<file path="config.mk">
export PLATFORM = sky130hd
export DESIGN_NAME = dmem_arbiter
export DESIGN_NICKNAME = d
export VERILOG_FILES = /design/src/rtl/dmem_arbiter.sv
export SDC_FILE = /design/constraint.sdc
export NUM_CORES = 2
export LEC_CHECK = 0
export CAP_MARGIN = 15
export CORE_AREA = 2 2 638 640
export CTS_CLUSTER_DIAMETER = 30
export DETAILED_ROUTE_END_ITERATION = 10
export DIE_AREA = 0 0 640 642
export GPL_TIMING_DRIVEN = 0
export PLACE_DENSITY = 0.3
export SLEW_MARGIN = 30
export SYNTH_ARGS = -nofsm -noshare
export SYNTH_HDL_FRONTEND = slang
export SYNTH_SLANG_ARGS = --single-unit
</file>
<file path="constraint.sdc">
create_clock -name clk_i -period 4.9 [get_ports clk_i]
set_input_delay 0.98 -clock clk_i [delete_from_list [all_inputs] [get_ports clk_i]]
set_output_delay 0.98 -clock clk_i [all_outputs]
set_load 0.01 [all_outputs]
</file>
<file path="src/rtl/dmem_arbiter.sv">
// Two-port round-robin arbiter/sequencer in front of the shared line-wide data memory.
// One transaction at a time: IDLE -> MEM (wait for mem ack) -> LATCH (capture line) -> RESP (ack).
module dmem_arbiter #(
  parameter int unsigned ADDR_W      = 32,
  parameter int unsigned LINE_W      = 256,
  parameter int unsigned TIMEOUT_CYC = 64
) (
  input  logic              clk_i,
  input  logic              rst_i,
  input  logic              p0_req_i,
  input  logic              p0_write_i,
  input  logic [ADDR_W-1:0] p0_addr_i,
  input  logic [LINE_W-1:0] p0_wdata_i,
  output logic              p0_ack_o,
  output logic [LINE_W-1:0] p0_rdata_o,
  input  logic              p1_req_i,
  input  logic              p1_write_i,
  input  logic [ADDR_W-1:0] p1_addr_i,
  input  logic [LINE_W-1:0] p1_wdata_i,
  output logic              p1_ack_o,
  output logic [LINE_W-1:0] p1_rdata_o,
  output logic              mem_enable_o,
  output logic              mem_write_o,
  output logic [ADDR_W-1:0] mem_addr_o,
  output logic [LINE_W-1:0] mem_data_o,
  input  logic              mem_ack_i,
  input  logic [LINE_W-1:0] mem_data_i,
  output logic              busy_o,
  output logic              grant_o,
  output logic              timeout_o
);

  localparam logic [1:0] S_IDLE  = 2'd0;
  localparam logic [1:0] S_MEM   = 2'd1;
  localparam logic [1:0] S_LATCH = 2'd2;
  localparam logic [1:0] S_RESP  = 2'd3;

  localparam logic [7:0] TIMEOUT_LAST = 8'(TIMEOUT_CYC - 1);

  logic [1:0]        state_q,      state_d;
  logic              grant_q,      grant_d;
  logic              is_write_q,   is_write_d;
  logic              mem_enable_q, mem_enable_d;
  logic              mem_write_q,  mem_write_d;
  logic [ADDR_W-1:0] mem_addr_q,   mem_addr_d;
  logic [LINE_W-1:0] mem_data_q,   mem_data_d;
  logic              p0_ack_q,     p0_ack_d;
  logic              p1_ack_q,     p1_ack_d;
  logic [LINE_W-1:0] p0_rdata_q,   p0_rdata_d;
  logic [LINE_W-1:0] p1_rdata_q,   p1_rdata_d;
  logic              timeout_q,    timeout_d;
  logic [7:0]        timer_q,      timer_d;

  logic              pick_p1;
  logic [7:0]        timer_inc;

  // On a tie the port that did not win last time goes next; grant_q resets to 1 so port 0 wins first.
  assign pick_p1   = (p0_req_i && p1_req_i) ? ~grant_q : p1_req_i;
  assign timer_inc = (timer_q == 8'hFF) ? timer_q : timer_q + 8'd1;

  always_comb begin
    // NOTE: every next-state signal is defaulted to its current value first, so no path leaves one
    // unassigned and no latch is inferred.
    state_d      = state_q;
    grant_d      = grant_q;
    is_write_d   = is_write_q;
    mem_enable_d = mem_enable_q;
    mem_write_d  = mem_write_q;
    mem_addr_d   = mem_addr_q;
    mem_data_d   = mem_data_q;
    p0_ack_d     = 1'b0;
    p1_ack_d     = 1'b0;
    p0_rdata_d   = p0_rdata_q;
    p1_rdata_d   = p1_rdata_q;
    timeout_d    = timeout_q;
    timer_d      = timer_q;

    case (state_q)
      S_IDLE: begin
        if (p0_req_i || p1_req_i) begin
          grant_d      = pick_p1;
          is_write_d   = pick_p1 ? p1_write_i : p0_write_i;
          mem_write_d  = pick_p1 ? p1_write_i : p0_write_i;
          mem_addr_d   = pick_p1 ? p1_addr_i  : p0_addr_i;
          mem_data_d   = pick_p1 ? p1_wdata_i : p0_wdata_i;
          mem_enable_d = 1'b1;
          state_d      = S_MEM;
        end
      end
      S_MEM: begin
        if (mem_ack_i) begin
          mem_enable_d = 1'b0;
          mem_write_d  = 1'b0;
          timer_d      = 8'd0;
          state_d      = S_LATCH;
        end else begin
          // A late memory is flagged but never abandoned; the transaction stays open.
          timer_d = timer_inc;
          if (timer_inc == TIMEOUT_LAST) timeout_d = 1'b1;
        end
      end
      S_LATCH: begin
        if (!is_write_q) begin
          if (grant_q) p1_rdata_d = mem_data_i;
          else         p0_rdata_d = mem_data_i;
        end
        p0_ack_d = ~grant_q;
        p1_ack_d = grant_q;
        state_d  = S_RESP;
      end
      S_RESP: begin
        state_d = S_IDLE;
      end
      default: begin
        state_d = S_IDLE;
      end
    endcase
  end

  // NOTE: state registers use non-blocking assignments so every flop samples pre-edge values.
  always_ff @(posedge clk_i) begin
    if (rst_i) begin
      state_q      <= S_IDLE;
      grant_q      <= 1'b1;
      is_write_q   <= 1'b0;
      mem_enable_q <= 1'b0;
      mem_write_q  <= 1'b0;
      mem_addr_q   <= '0;
      mem_data_q   <= '0;
      p0_ack_q     <= 1'b0;
      p1_ack_q     <= 1'b0;
      p0_rdata_q   <= '0;
      p1_rdata_q   <= '0;
      timeout_q    <= 1'b0;
      timer_q      <= 8'd0;
    end else begin
      state_q      <= state_d;
      grant_q      <= grant_d;
      is_write_q   <= is_write_d;
      mem_enable_q <= mem_enable_d;
      mem_write_q  <= mem_write_d;
      mem_addr_q   <= mem_addr_d;
      mem_data_q   <= mem_data_d;
      p0_ack_q     <= p0_ack_d;
      p1_ack_q     <= p1_ack_d;
      p0_rdata_q   <= p0_rdata_d;
      p1_rdata_q   <= p1_rdata_d;
      timeout_q    <= timeout_d;
      timer_q      <= timer_d;
    end
  end

  assign p0_ack_o     = p0_ack_q;
  assign p1_ack_o     = p1_ack_q;
  assign p0_rdata_o   = p0_rdata_q;
  assign p1_rdata_o   = p1_rdata_q;
  assign mem_enable_o = mem_enable_q;
  assign mem_write_o  = mem_write_q;
  assign mem_addr_o   = mem_addr_q;
  assign mem_data_o   = mem_data_q;
  assign busy_o       = (state_q != S_IDLE);
  assign grant_o      = grant_q;
  assign timeout_o    = timeout_q;

endmodule

</file>
After elaboration in Yosys (flattened, before gate mapping) --
Cells that the tools add are included.
Operators by class: muxes and demuxes 14, add/sub/neg operators 1, reductions and logical operators 12, eq/ne operators 7, bitwise operators 4
Operators by type and width (count):
- 256-bit 2-to-1 mux | 1
- 32-bit 2-to-1 mux | 1
- 8-bit 2-to-1 mux | 2
- 3-bit AND reduction | 4
- 8-bit by 1-bit adder with 8-bit output (second input constant) | 1
- 8-bit by 6-bit equality test with 1-bit output (second input constant) | 1
- 8-bit equality test (second input constant) | 1
- 2-bit one-hot mux with 4 select lines | 1
- 1-bit 2-to-1 mux | 5
- 2-bit equality test (second input constant) | 2
- 2-bit 2-to-1 mux | 2
- 2-bit != test (second input constant) | 2
- 1-bit inverter | 4
- 1-bit one-hot mux with 2 select lines | 2
- 2-bit AND reduction | 2
- 2-bit nonzero test | 2
- 2-bit by 1-bit equality test with 1-bit output (second input constant) | 1
- 2-bit zero test | 1
- 2-bit OR reduction | 1
- 1-bit logical AND | 1
- 1-bit logical OR | 1
Word-level totals: word-level logic and storage cells 51, register bits 817, bits of input ports 839

Longest topological paths before layout --
word-level depth 5, mapped depth 10, gate-level depth less buffers 6

Least setup slack after synthesis --
Ideal clock, no wire load.
path type in2reg, start input rst_i, end register p1_rdata_q[192], in the netlist p1_rdata_o[192], setup time 0.132 ns, data arrival time 1.932 ns, path slack 2.836 ns, data required time 4.768 ns, buffers on the path 4, cell stages on the path 5, cell sequence clkbuf_1 > buf_2 > clkbuf_1 > buf_1 > a21oi_1
RTL lines:
- from (decl) | line 9 | input logic rst_i,
- to (signal assigned) | line 147 | p1_rdata_q <= p1_rdata_d;
- to (decl) | line 50 | logic [LINE_W-1:0] p1_rdata_q, p1_rdata_d;
No word-level cell between the ends.

Final worst setup path --
start register state_q[0], end output busy_o
On the way: word-level cells in the longest chain between the ends 1
Ends and longest elaborated chain:
- from (decl) | line 40 | logic [1:0] state_q, state_d;
- from (signal assigned) | line 137 | state_q <= state_d;
- 2-bit nonzero test | line 161 | assign busy_o = (state_q != S_IDLE);
- to (decl) | line 28 | output logic busy_o,
No other way between the ends.

==> flow_summary.yaml <==
floorplanning:
  die_w_microns: 640
  initial_core_util_pct: 7.62
  die_h_microns: 642
  io_pins: 1646
  fp.coreArea_sq_um: 404000
  design.die.area_sq_um: 411000
  rows: 234
logic_synthesis:
  ys_dominant_reg_cell: "dfxtp_1"
  synth_nets: 4775
  avgSynthCellArea_sq_um: 7.83
  synth_edf_count: 0
  yosys-top-cells-count: "nand2_1 (1607), dfxtp_1 (817), a21oi_1 (524)"
  synthCells: 3932
  ys_seq_area_share_pct: 53.1
  ys_ff_latch: 817
  synth_top_area_share_pct: 53.1
  synth_most_common_cell: "nand2_1"
  yosysTopAreaCell: "dfxtp_1"
  async_reset_ff_share_pct: 0
  syn_area_sq_um: 30800
  synth_cell_types: 42
  ys_top_cells_by_area: "dfxtp_1 (53%), nand2_1 (20%), a21oi_1 (8.5%)"
  ys_warn_count: 0
clock_network:
  cts_setup_buffers: 0
  clock_path_buffers: 4
  clkSinkCount: 817
  cts_buffers: 316
  root_buffer: "clkbuf_16"
  cts_hold_buf: 0
  cts_resized: 0
  cts_tree: "done"
  htreeDepth: 5
  clock_latency_ns: 0.91
  path_clk_slew_ns: 0.04
pwr:
  power_density_nw_per_um2: 618
  power_mw: 40.1
  leakage_nw: 22.6
  irDropWorstVdd_v: 0.000235
timing:
  relSlewSlack_pct: 36.1
  worst_pin_slew_ns: 0.958
  finalClockSkew_ns: 0.0752
  setup_violations: 0
  period_minus_slack_ns: 3.29
  clock.fmax_ghz: 0.304
  hold_violations: 0
  rsz0062_at_grt: "false"
  final.setup.tns_ns: 0
  period_share_pct: 67.2
  drv_slew: 0
layout:
  layout.nets: 6747
  drive_above_1_share_pct: 12.1
  instances_no_fill: 11626
  area_growth_pct: 110
  final_util_pct: 16.0
worst_setup_path:
  cp_data_required_time_ns: 3.92
  path_max_fanout: 9
  worst_setup_path_end_kind: "output port"
  arrival_ns: 2.31
  crit_path_start_kind: "flop"
  critical_path_class: "reg -> out"
routing:
  drt-total-wl_microns: 328000
  drtIter0Drc: 2157
  drtPass1Iterations: 5
  drt-wirelength-per-cell_microns: 28.2
  ant_nets: 0
  remaining_drc_errors: 0
  num_vias: 37813
  via_per_inst: 3.25
run:
  drv_cap: 0
grt:
  grt_max_degree: 14
  grt_pass1_wl_microns: 413000
  antenna_found_initial: 152
  grt_overflow: 0
  gr-usage-all-layers_pct: 15.3
  grt_pass1_vias: 38852
worst_hold_path:
  hp-class: "reg -> reg"
status:
  status: "finished clean"
place:
  dp_hpwl_microns: 280000
  globalplace.congestion: 0.937
  numPortBuffers: 1643
  place_inst: 11014
-- report_power, final --
part	switching, mW	total [mW]	internal, mW
Clock	5.75	19.3	13.6
Sequential	1.22	9.36	8.13
Combinational	6.93	11.4	4.48
Total	13.9	40.1	26.2
-- cell families (layout without fill, tap and decap cells) --
group | count (synthesis) | in the layout | synth area share (%)
and+or+nand+nor | 1927 | 1927 | 23.7
AOI/OAI and AO/OA | 838 | 838 | 17.3
DFF | 817 | 817 | 53.1
buffers and inverters | 344 | 2562 | 5.62
adders and majority gates | 4 | 4 | 0.162
xor gates and xnor gates | 1 | 1 | 0.0284
muxes | 1 | 1 | 0.0325
other | 0 | 48 | 0
-- sequential cells by signal, summed over array words and instances, names as in the netlist --
register	count
is_write_q	1
mem_write_o	1
p0_rdata_o	256
mem_addr_o	32
mem_enable_o	1
grant_o	1
mem_data_o	256
state_q	2
timeout_o	1
timer_q	8
p0_ack_o	1
p1_rdata_o	256
p1_ack_o	1
-- metrics by stage --
| step | setup slack [ns] | hold slack, ns | instance area [sq um] |
|---|---|---|---|
| 6_report | 1.61 | 0.449 | 64800 |
| 5_1_grt | 1.46 | 0.465 | 64700 |
| 4_1_cts | 1.35 | 0.451 | 64700 |
| 3_5_place_dp | 0.688 | 0.446 | 54300 |
| 3_3_place_gp | -1.08 | 0.444 | 54000 |
| 2_1_floorplan | 2.84 | 0.453 | 30800 |
-- per-layer routing --
metal,share of wire [%],track usage [%]
met1,34,15.0
met2,54,29.7
met3,8.1,5.51
met4,3.1,4.61
met5,0.080,0
-- final cells by class --
class | count | area (sq um)
Multi-Input combinational cell | 2771 | 12700
Fill cell | 45856 | 340000
Timing Repair Buffer | 1654 | 16700
Sequential cell | 817 | 16400
Inverter | 5 | 18.8
Clock buffer | 476 | 9450
Buffer | 339 | 1740
Clock inverter | 88 | 916
Antenna cell | 48 | 120
Tap cell | 5428 | 6790
-- cells in the final DEF, fill, tap and decap left out, types with 83 or more instances in the layout --
| master | count |
|---|---|
| clkdlybuf4s50_1 | 1642 |
| nand2_1 | 1607 |
| dfxtp_1 | 817 |
| a21oi_1 | 524 |
| clkbuf_16 | 321 |
| nor2_1 | 297 |
| a311oi_1 | 288 |
| buf_2 | 177 |
| clkbuf_1 | 176 |
| clkbuf_8 | 83 |
-- critical path, cell delays in order (launching register included) --
cell	delay [ns]
dfxtp_1	0.33
inv_1	0.08
ha_1	0.21
buf_4	0.17
inv_2	0.06
clkdlybuf4s50_1	0.64
-- final timing paths --
check	slack, ns	endpoint	startpoint	depth (start not counted)
worst max-delay path	1.61	busy_o	state_q[0]	5
worst min-delay path	0.45	p0_rdata_o[159]	p0_rdata_o[159]	2
worst max register to register	1.95	mem_addr_o[15]	state_q[0]	9
worst min register to register	0.45	p0_rdata_o[159]	p0_rdata_o[159]	2
(Power assumes the default switching activity.)
